==> src/rtl/rca_ctrl_pkg.sv <==
// Shared constants for the byte-serial add/subtract sequencer.
package rca_ctrl_pkg;
  localparam int BYTE_W = 8;

  localparam logic [1:0] S_IDLE = 2'd0;
  localparam logic [1:0] S_RUN  = 2'd1;
  localparam logic [1:0] S_DONE = 2'd2;

  function automatic bit width_ok(int w);
    return (w >= BYTE_W) && ((w % BYTE_W) == 0);
  endfunction
endpackage

==> src/rtl/rca_8_bit.sv <==
// Plain 8-bit ripple-carry adder shared by the sequencer.
module rca_8_bit (
  input  logic [7:0] a,
  input  logic [7:0] b,
  input  logic       cin,
  output logic       cout,
  output logic [7:0] sum
);
  logic carry;

  always_comb begin
    sum   = '0;
    carry = cin;
    for (int i = 0; i < 8; i++) begin
      sum[i] = a[i] ^ b[i] ^ carry;
      carry  = (a[i] & b[i]) | (carry & (a[i] ^ b[i]));
    end
    cout = carry;
  end
endmodule

==> src/rtl/rca_seq_add_ctrl.sv <==
// WIDTH-bit add/subtract done one byte per clock through a single rca_8_bit,
// LSB byte first, with the inter-byte carry held in a register.
module rca_seq_add_ctrl
  import rca_ctrl_pkg::*;
#(
  parameter int WIDTH = 32
) (
  input  logic             clk,
  input  logic             rst_n,
  input  logic             start,
  input  logic             sub,
  input  logic [WIDTH-1:0] a,
  input  logic [WIDTH-1:0] b,
  output logic             ready,
  output logic             busy,
  output logic             done,
  output logic [WIDTH-1:0] sum,
  output logic             cout,
  output logic             overflow
);
  localparam int NBYTES = WIDTH / BYTE_W;
  localparam int IDX_W  = (NBYTES > 1) ? $clog2(NBYTES) : 1;

  if (!width_ok(WIDTH)) begin : g_bad_width
    $error("rca_seq_add_ctrl: WIDTH must be a multiple of 8 and at least 8");
  end

  logic [1:0]       state_q, state_d;
  logic [WIDTH-1:0] a_q, a_d;
  logic [WIDTH-1:0] b_q, b_d;     // already inverted for subtract
  logic [WIDTH-1:0] sum_q, sum_d;
  logic [IDX_W-1:0] idx_q, idx_d;
  logic             carry_q, carry_d;
  logic             cout_q, cout_d;
  logic             ovf_q, ovf_d;

  logic [BYTE_W-1:0] a_byte, b_byte, rca_sum;
  logic              rca_cout;

  always_comb begin
    a_byte = '0;
    b_byte = '0;
    for (int i = 0; i < NBYTES; i++) begin
      if (idx_q == IDX_W'(i)) begin
        a_byte = a_q[i*BYTE_W +: BYTE_W];
        b_byte = b_q[i*BYTE_W +: BYTE_W];
      end
    end
  end

  rca_8_bit u_rca (
    .a    (a_byte),
    .b    (b_byte),
    .cin  (carry_q),
    .cout (rca_cout),
    .sum  (rca_sum)
  );

  always_comb begin
    state_d = state_q;
    a_d     = a_q;
    b_d     = b_q;
    sum_d   = sum_q;
    idx_d   = idx_q;
    carry_d = carry_q;
    cout_d  = cout_q;
    ovf_d   = ovf_q;
    case (state_q)
      S_IDLE: begin
        if (start) begin
          a_d     = a;
          b_d     = sub ? ~b : b;
          carry_d = sub;
          idx_d   = '0;
          sum_d   = '0;
          cout_d  = 1'b0;
          ovf_d   = 1'b0;
          state_d = S_RUN;
        end
      end
      S_RUN: begin
        for (int i = 0; i < NBYTES; i++) begin
          if (idx_q == IDX_W'(i)) sum_d[i*BYTE_W +: BYTE_W] = rca_sum;
        end
        carry_d = rca_cout;
        idx_d   = idx_q + 1'b1;
        if (idx_q == IDX_W'(NBYTES - 1)) begin
          cout_d  = rca_cout;
          ovf_d   = (a_q[WIDTH-1] == b_q[WIDTH-1]) && (sum_d[WIDTH-1] != a_q[WIDTH-1]);
          state_d = S_DONE;
        end
      end
      S_DONE:  state_d = S_IDLE;
      default: state_d = S_IDLE;
    endcase
  end

  always_ff @(posedge clk or negedge rst_n) begin
    if (!rst_n) begin
      state_q <= S_IDLE;
      a_q     <= '0;
      b_q     <= '0;
      sum_q   <= '0;
      idx_q   <= '0;
      carry_q <= 1'b0;
      cout_q  <= 1'b0;
      ovf_q   <= 1'b0;
    end else begin
      state_q <= state_d;
      a_q     <= a_d;
      b_q     <= b_d;
      sum_q   <= sum_d;
      idx_q   <= idx_d;
      carry_q <= carry_d;
      cout_q  <= cout_d;
      ovf_q   <= ovf_d;
    end
  end

  assign ready    = (state_q == S_IDLE);
  assign busy     = (state_q == S_RUN);
  assign done     = (state_q == S_DONE);
  assign sum      = sum_q;
  assign cout     = cout_q;
  assign overflow = ovf_q;
endmodule

==> config.mk <==
export PLATFORM = sky130hd
export DESIGN_NAME = rca_seq_add_ctrl
export DESIGN_NICKNAME = d
export VERILOG_FILES = /design/src/rtl/rca_ctrl_pkg.sv /design/src/rtl/rca_8_bit.sv /design/src/rtl/rca_seq_add_ctrl.sv
export SDC_FILE = /design/constraint.sdc
export NUM_CORES = 1
export LEC_CHECK = 0
export ABC_AREA = 1
export BUFFER_PORTS_ARGS = -buffer_cell sky130_fd_sc_hd__buf_2
export CORE_MARGIN = 1
export CORE_UTILIZATION = 35
export CTS_BUF_LIST = sky130_fd_sc_hd__clkbuf_4 sky130_fd_sc_hd__clkbuf_8
export CTS_CLUSTER_DIAMETER = 120
export DETAILED_ROUTE_END_ITERATION = 7
export PLACE_DENSITY = 0.6
export SLEW_MARGIN = 10
export SYNTH_ARGS = -nofsm -noshare
export SYNTH_HDL_FRONTEND = slang
export SYNTH_SLANG_ARGS = --single-unit
==> constraint.sdc <==
create_clock -name clk -period 7.25 [get_ports clk]
set_input_delay 0.725 -clock clk [delete_from_list [all_inputs] [get_ports clk]]
set_output_delay 0.725 -clock clk [all_outputs]
set_load 0.005 [all_outputs]
==> results.txt <==
The first TritonRoute pass finished after 5 iterations. In this run the post-CTS setup repair buffer count came out at 0. The total nets after synthesis came out at 712. The register area share after synthesis is 50.7%. The arrival time at the worst endpoint came out at 6.19 ns. 105 I/O pins were placed. The area of the die is 0.0150 mm^2.

The number of rows created at floorplan is 43. The peak supply drop is 158 uV. The worst hold margin is 0.329 ns. The aggregate negative setup slack came out at 0 ns. The total number of vias is 4223. The level count of the clock H-tree is 3.

The worst clock skew on the final layout is 0.0101 ns. Of the available clock period, the critical path in the final layout requires 81.0%. For this block, the initial DRC count from the detailed router was 316. The number of DRC violations after detailed routing is 0.

The final setup violation count is 0. The x dimension of the die is 123 um. The worst path needs 5.87 ns of the cycle, external delays included. Dividing the detail-routed via count by the number of cells gives 4.67. After synthesis, the netlist uses 19 different library cells. The final standard cell utilization of the core is 42.0%. Data on the critical path is required at its endpoint by 7.57 ns. The maximum buffer depth of the clock tree is 2.

The worst-skew pair later-pin latency came out at 0.37 ns. Setup repair after global routing left no endpoint under its margin. The run finished with clean final reports. From synthesis to final layout, the design area changed by 16.0%. The first global-routing pass estimated 20.3 mm of wire. The weighted congestion at the end of routability-driven global placement is 0.854.

The core footprint came out at 0.0140 mm^2. The yosys synthesis warning count is 0. The final number of hold-violating endpoints was 0. Buffers placed on the I/O ports in this run total 104. The area of the mapped netlist is 0.00508 mm^2.

The path class of the tightest hold or removal check is in -> async. The quantity of hold-fixing buffers added after cts came out at 0. Once detail routing completed, the nets flagged for antenna violations numbered 0. The final-report max-slew violation count came to 0. Leaving out fill and tap cells, the most frequent cells in the layout are sky130_fd_sc_hd__nand2_1 (304), sky130_fd_sc_hd__dfrtp_1 (103), sky130_fd_sc_hd__buf_2 (103). In this run the power density over the cells is 495 mW/mm^2. Along the worst path, the maximum fanout reaches 18. The setup path with the least slack is of type reg -> reg.

The number of antenna violations at the first check in global routing came out at 0. TritonCTS built the clock tree. For this run, the total global-route usage over all layers was measured as 17.5%.

The number of max-capacitance violations reported is 0. Leaving out filler cells and counting taps, the final layout contains 905. Counting every instance in the synthesized netlist gives 632. The synthesized area per cell came out at 8.04 um^2. The post-layout net count is 800. The maximum number of pins on one net before global-route repair is 103.

The most common cell after layout, fill and taps aside is sky130_fd_sc_hd__nand2_1. The layout has 1439 filler cells. Clock tree synthesis selected as its root buffer the cell sky130_fd_sc_hd__clkbuf_8. The per-cell routed wire length is 13.5 um. For this design the static power due to leakage is 3.21 nW. The share of final-layout standard cells stronger than drive strength 1 is 17.7%. The worst setup path is launched from a register. The effective utilization at floorplan is 36.2%. The worst setup path is captured at a register.

0 antenna diodes ended up in the layout. The number of buffers created by CTS is 9. The post-synthesis register bit count came out at 103. The maximum operating frequency came out at 0.170 GHz. After clock tree synthesis, the clock-pin slew on the worst setup and hold paths is 0.10 ns. The number of placed instances with taps included came out at 889.

The slew at the pin closest to its max-slew limit is 0.916 ns. The floorplan step set the die height to 123 um. The number of resized instances in the post-cts repair step is 0.

Detailed placement finished with a half-perimeter wire length of 9.23 mm. Headroom to the max-slew limit came out at 38.9%. The tree built by TritonCTS fans out to 103 sinks.

The final wirelength came out at 12.2 mm. The overall overflow remaining after global route is 0. The number of global-route vias before repair came out at 4261.
## layer usage
metal | global-route usage, % | share of wire [%]
met5 | 0 | 0
met4 | 6.63 | 2.0
met3 | 2.70 | 4.9
met2 | 27.7 | 45
met1 | 24.1 | 48
## layout make-up
cell class	count	area, um^2	share of cell area [%]
well taps	180	225	3.82
clock buffers	10	131	2.23
repair buffers	106	538	9.13
inverters	32	123	2.08
multi-input cells	468	2220	37.6
clock inverters	6	85.1	1.44
flip-flops and latches	103	2580	43.7
## state kept, by name, indices dropped and copies added (netlist names)
signal    flops
state_q       2
sum          32
carry_q       1
b_q          32
cout          1
a_q          32
overflow      1
idx_q         2
## metrics by stage
stage / total power [W] / setup slack, ns / instance area, um^2
floorplan: 0.00204 / 2.56 / 5080
global placement: 0.00248 / 1.73 / 5680
detailed placement: 0.00253 / 1.44 / 5680
CTS: 0.00293 / 1.41 / 5900
global route: 0.00321 / 1.05 / 5900
finish: 0.00292 / 1.38 / 5900
## synth_stat cells
master,instances,area share (%)
sky130_fd_sc_hd__a21boi_0,2,0.30
sky130_fd_sc_hd__xnor2_1,32,5.5
sky130_fd_sc_hd__a21oi_1,26,2.6
sky130_fd_sc_hd__nor2_1,34,2.5
sky130_fd_sc_hd__inv_1,29,2.1
sky130_fd_sc_hd__o21ai_0,40,3.9
sky130_fd_sc_hd__clkbuf_1,7,0.52
sky130_fd_sc_hd__nand2_1,304,22
sky130_fd_sc_hd__ha_1,4,0.98
sky130_fd_sc_hd__buf_6,4,0.89
sky130_fd_sc_hd__dfrtp_1,103,51
sky130_fd_sc_hd__clkinv_1,2,0.15
sky130_fd_sc_hd__fa_1,8,3.2
sky130_fd_sc_hd__nand3_1,13,1.3
sky130_fd_sc_hd__buf_2,16,1.6
sky130_fd_sc_hd__nand2_2,2,0.25
sky130_fd_sc_hd__nor2_4,3,0.66
sky130_fd_sc_hd__buf_4,2,0.30
sky130_fd_sc_hd__inv_4,1,0.12
## critical path: stages (launching register included)
cell                       delay [ns]
sky130_fd_sc_hd__dfrtp_1         0.44
sky130_fd_sc_hd__inv_1           0.10
sky130_fd_sc_hd__ha_1            0.55
sky130_fd_sc_hd__clkinv_1        0.63
sky130_fd_sc_hd__nor2_1          0.25
sky130_fd_sc_hd__nor2_1          0.06
sky130_fd_sc_hd__nand2_1         0.10
sky130_fd_sc_hd__nand2_1         0.06
sky130_fd_sc_hd__fa_1            0.41
sky130_fd_sc_hd__fa_1            0.41
sky130_fd_sc_hd__fa_1            0.40
sky130_fd_sc_hd__fa_1            0.41
sky130_fd_sc_hd__fa_1            0.39
sky130_fd_sc_hd__inv_1           0.08
sky130_fd_sc_hd__fa_1            0.15
sky130_fd_sc_hd__inv_1           0.06
sky130_fd_sc_hd__fa_1            0.40
sky130_fd_sc_hd__inv_1           0.08
sky130_fd_sc_hd__fa_1            0.46
sky130_fd_sc_hd__inv_1           0.08
sky130_fd_sc_hd__nand2_1         0.05
sky130_fd_sc_hd__nand3_1         0.12
sky130_fd_sc_hd__nand3_1         0.08
sky130_fd_sc_hd__nand2_1         0.06
## cells by family (layout without fill, tap and decap cells)
kind of cell	count (synthesis)	in the layout	synth area share, %
xor+xnor	32	32	5.51
simple gates	356	356	27.2
buf+inv	61	154	5.69
flops	103	103	50.7
fa+ha+maj	12	12	4.14
compound gates	68	68	6.79
## report_power, final
| part | internal, W | switching, W | total [W] | leakage, nW |
|---|---|---|---|---|
| Clock | 0.000197 | 0.000194 | 0.000392 | 0.106 |
| Combinational | 0.000541 | 0.000967 | 0.00151 | 1.80 |
| Sequential | 0.000843 | 0.000175 | 0.00102 | 1.30 |
| Total | 0.00158 | 0.00134 | 0.00292 | 3.21 |
## path summary, 6_finish.rpt
check                                     start                    to  slack (ns)  cells after the start
setup / recovery           idx_q[0]$_DFFE_PN0P_  overflow$_DFFE_PN0P_        1.38                     23
hold / removal                            rst_n   sum[12]$_DFFE_PN0P_        0.33                      1
setup reg to reg           idx_q[0]$_DFFE_PN0P_  overflow$_DFFE_PN0P_        1.38                     23
hold reg to reg             sum[11]$_DFFE_PN0P_   sum[11]$_DFFE_PN0P_        0.48                      2
max in group asynchronous                 rst_n   a_q[27]$_DFFE_PN0P_        5.78                      2
min in group clk            sum[11]$_DFFE_PN0P_   sum[11]$_DFFE_PN0P_        0.48                      2
(Power assumes the default switching activity.)
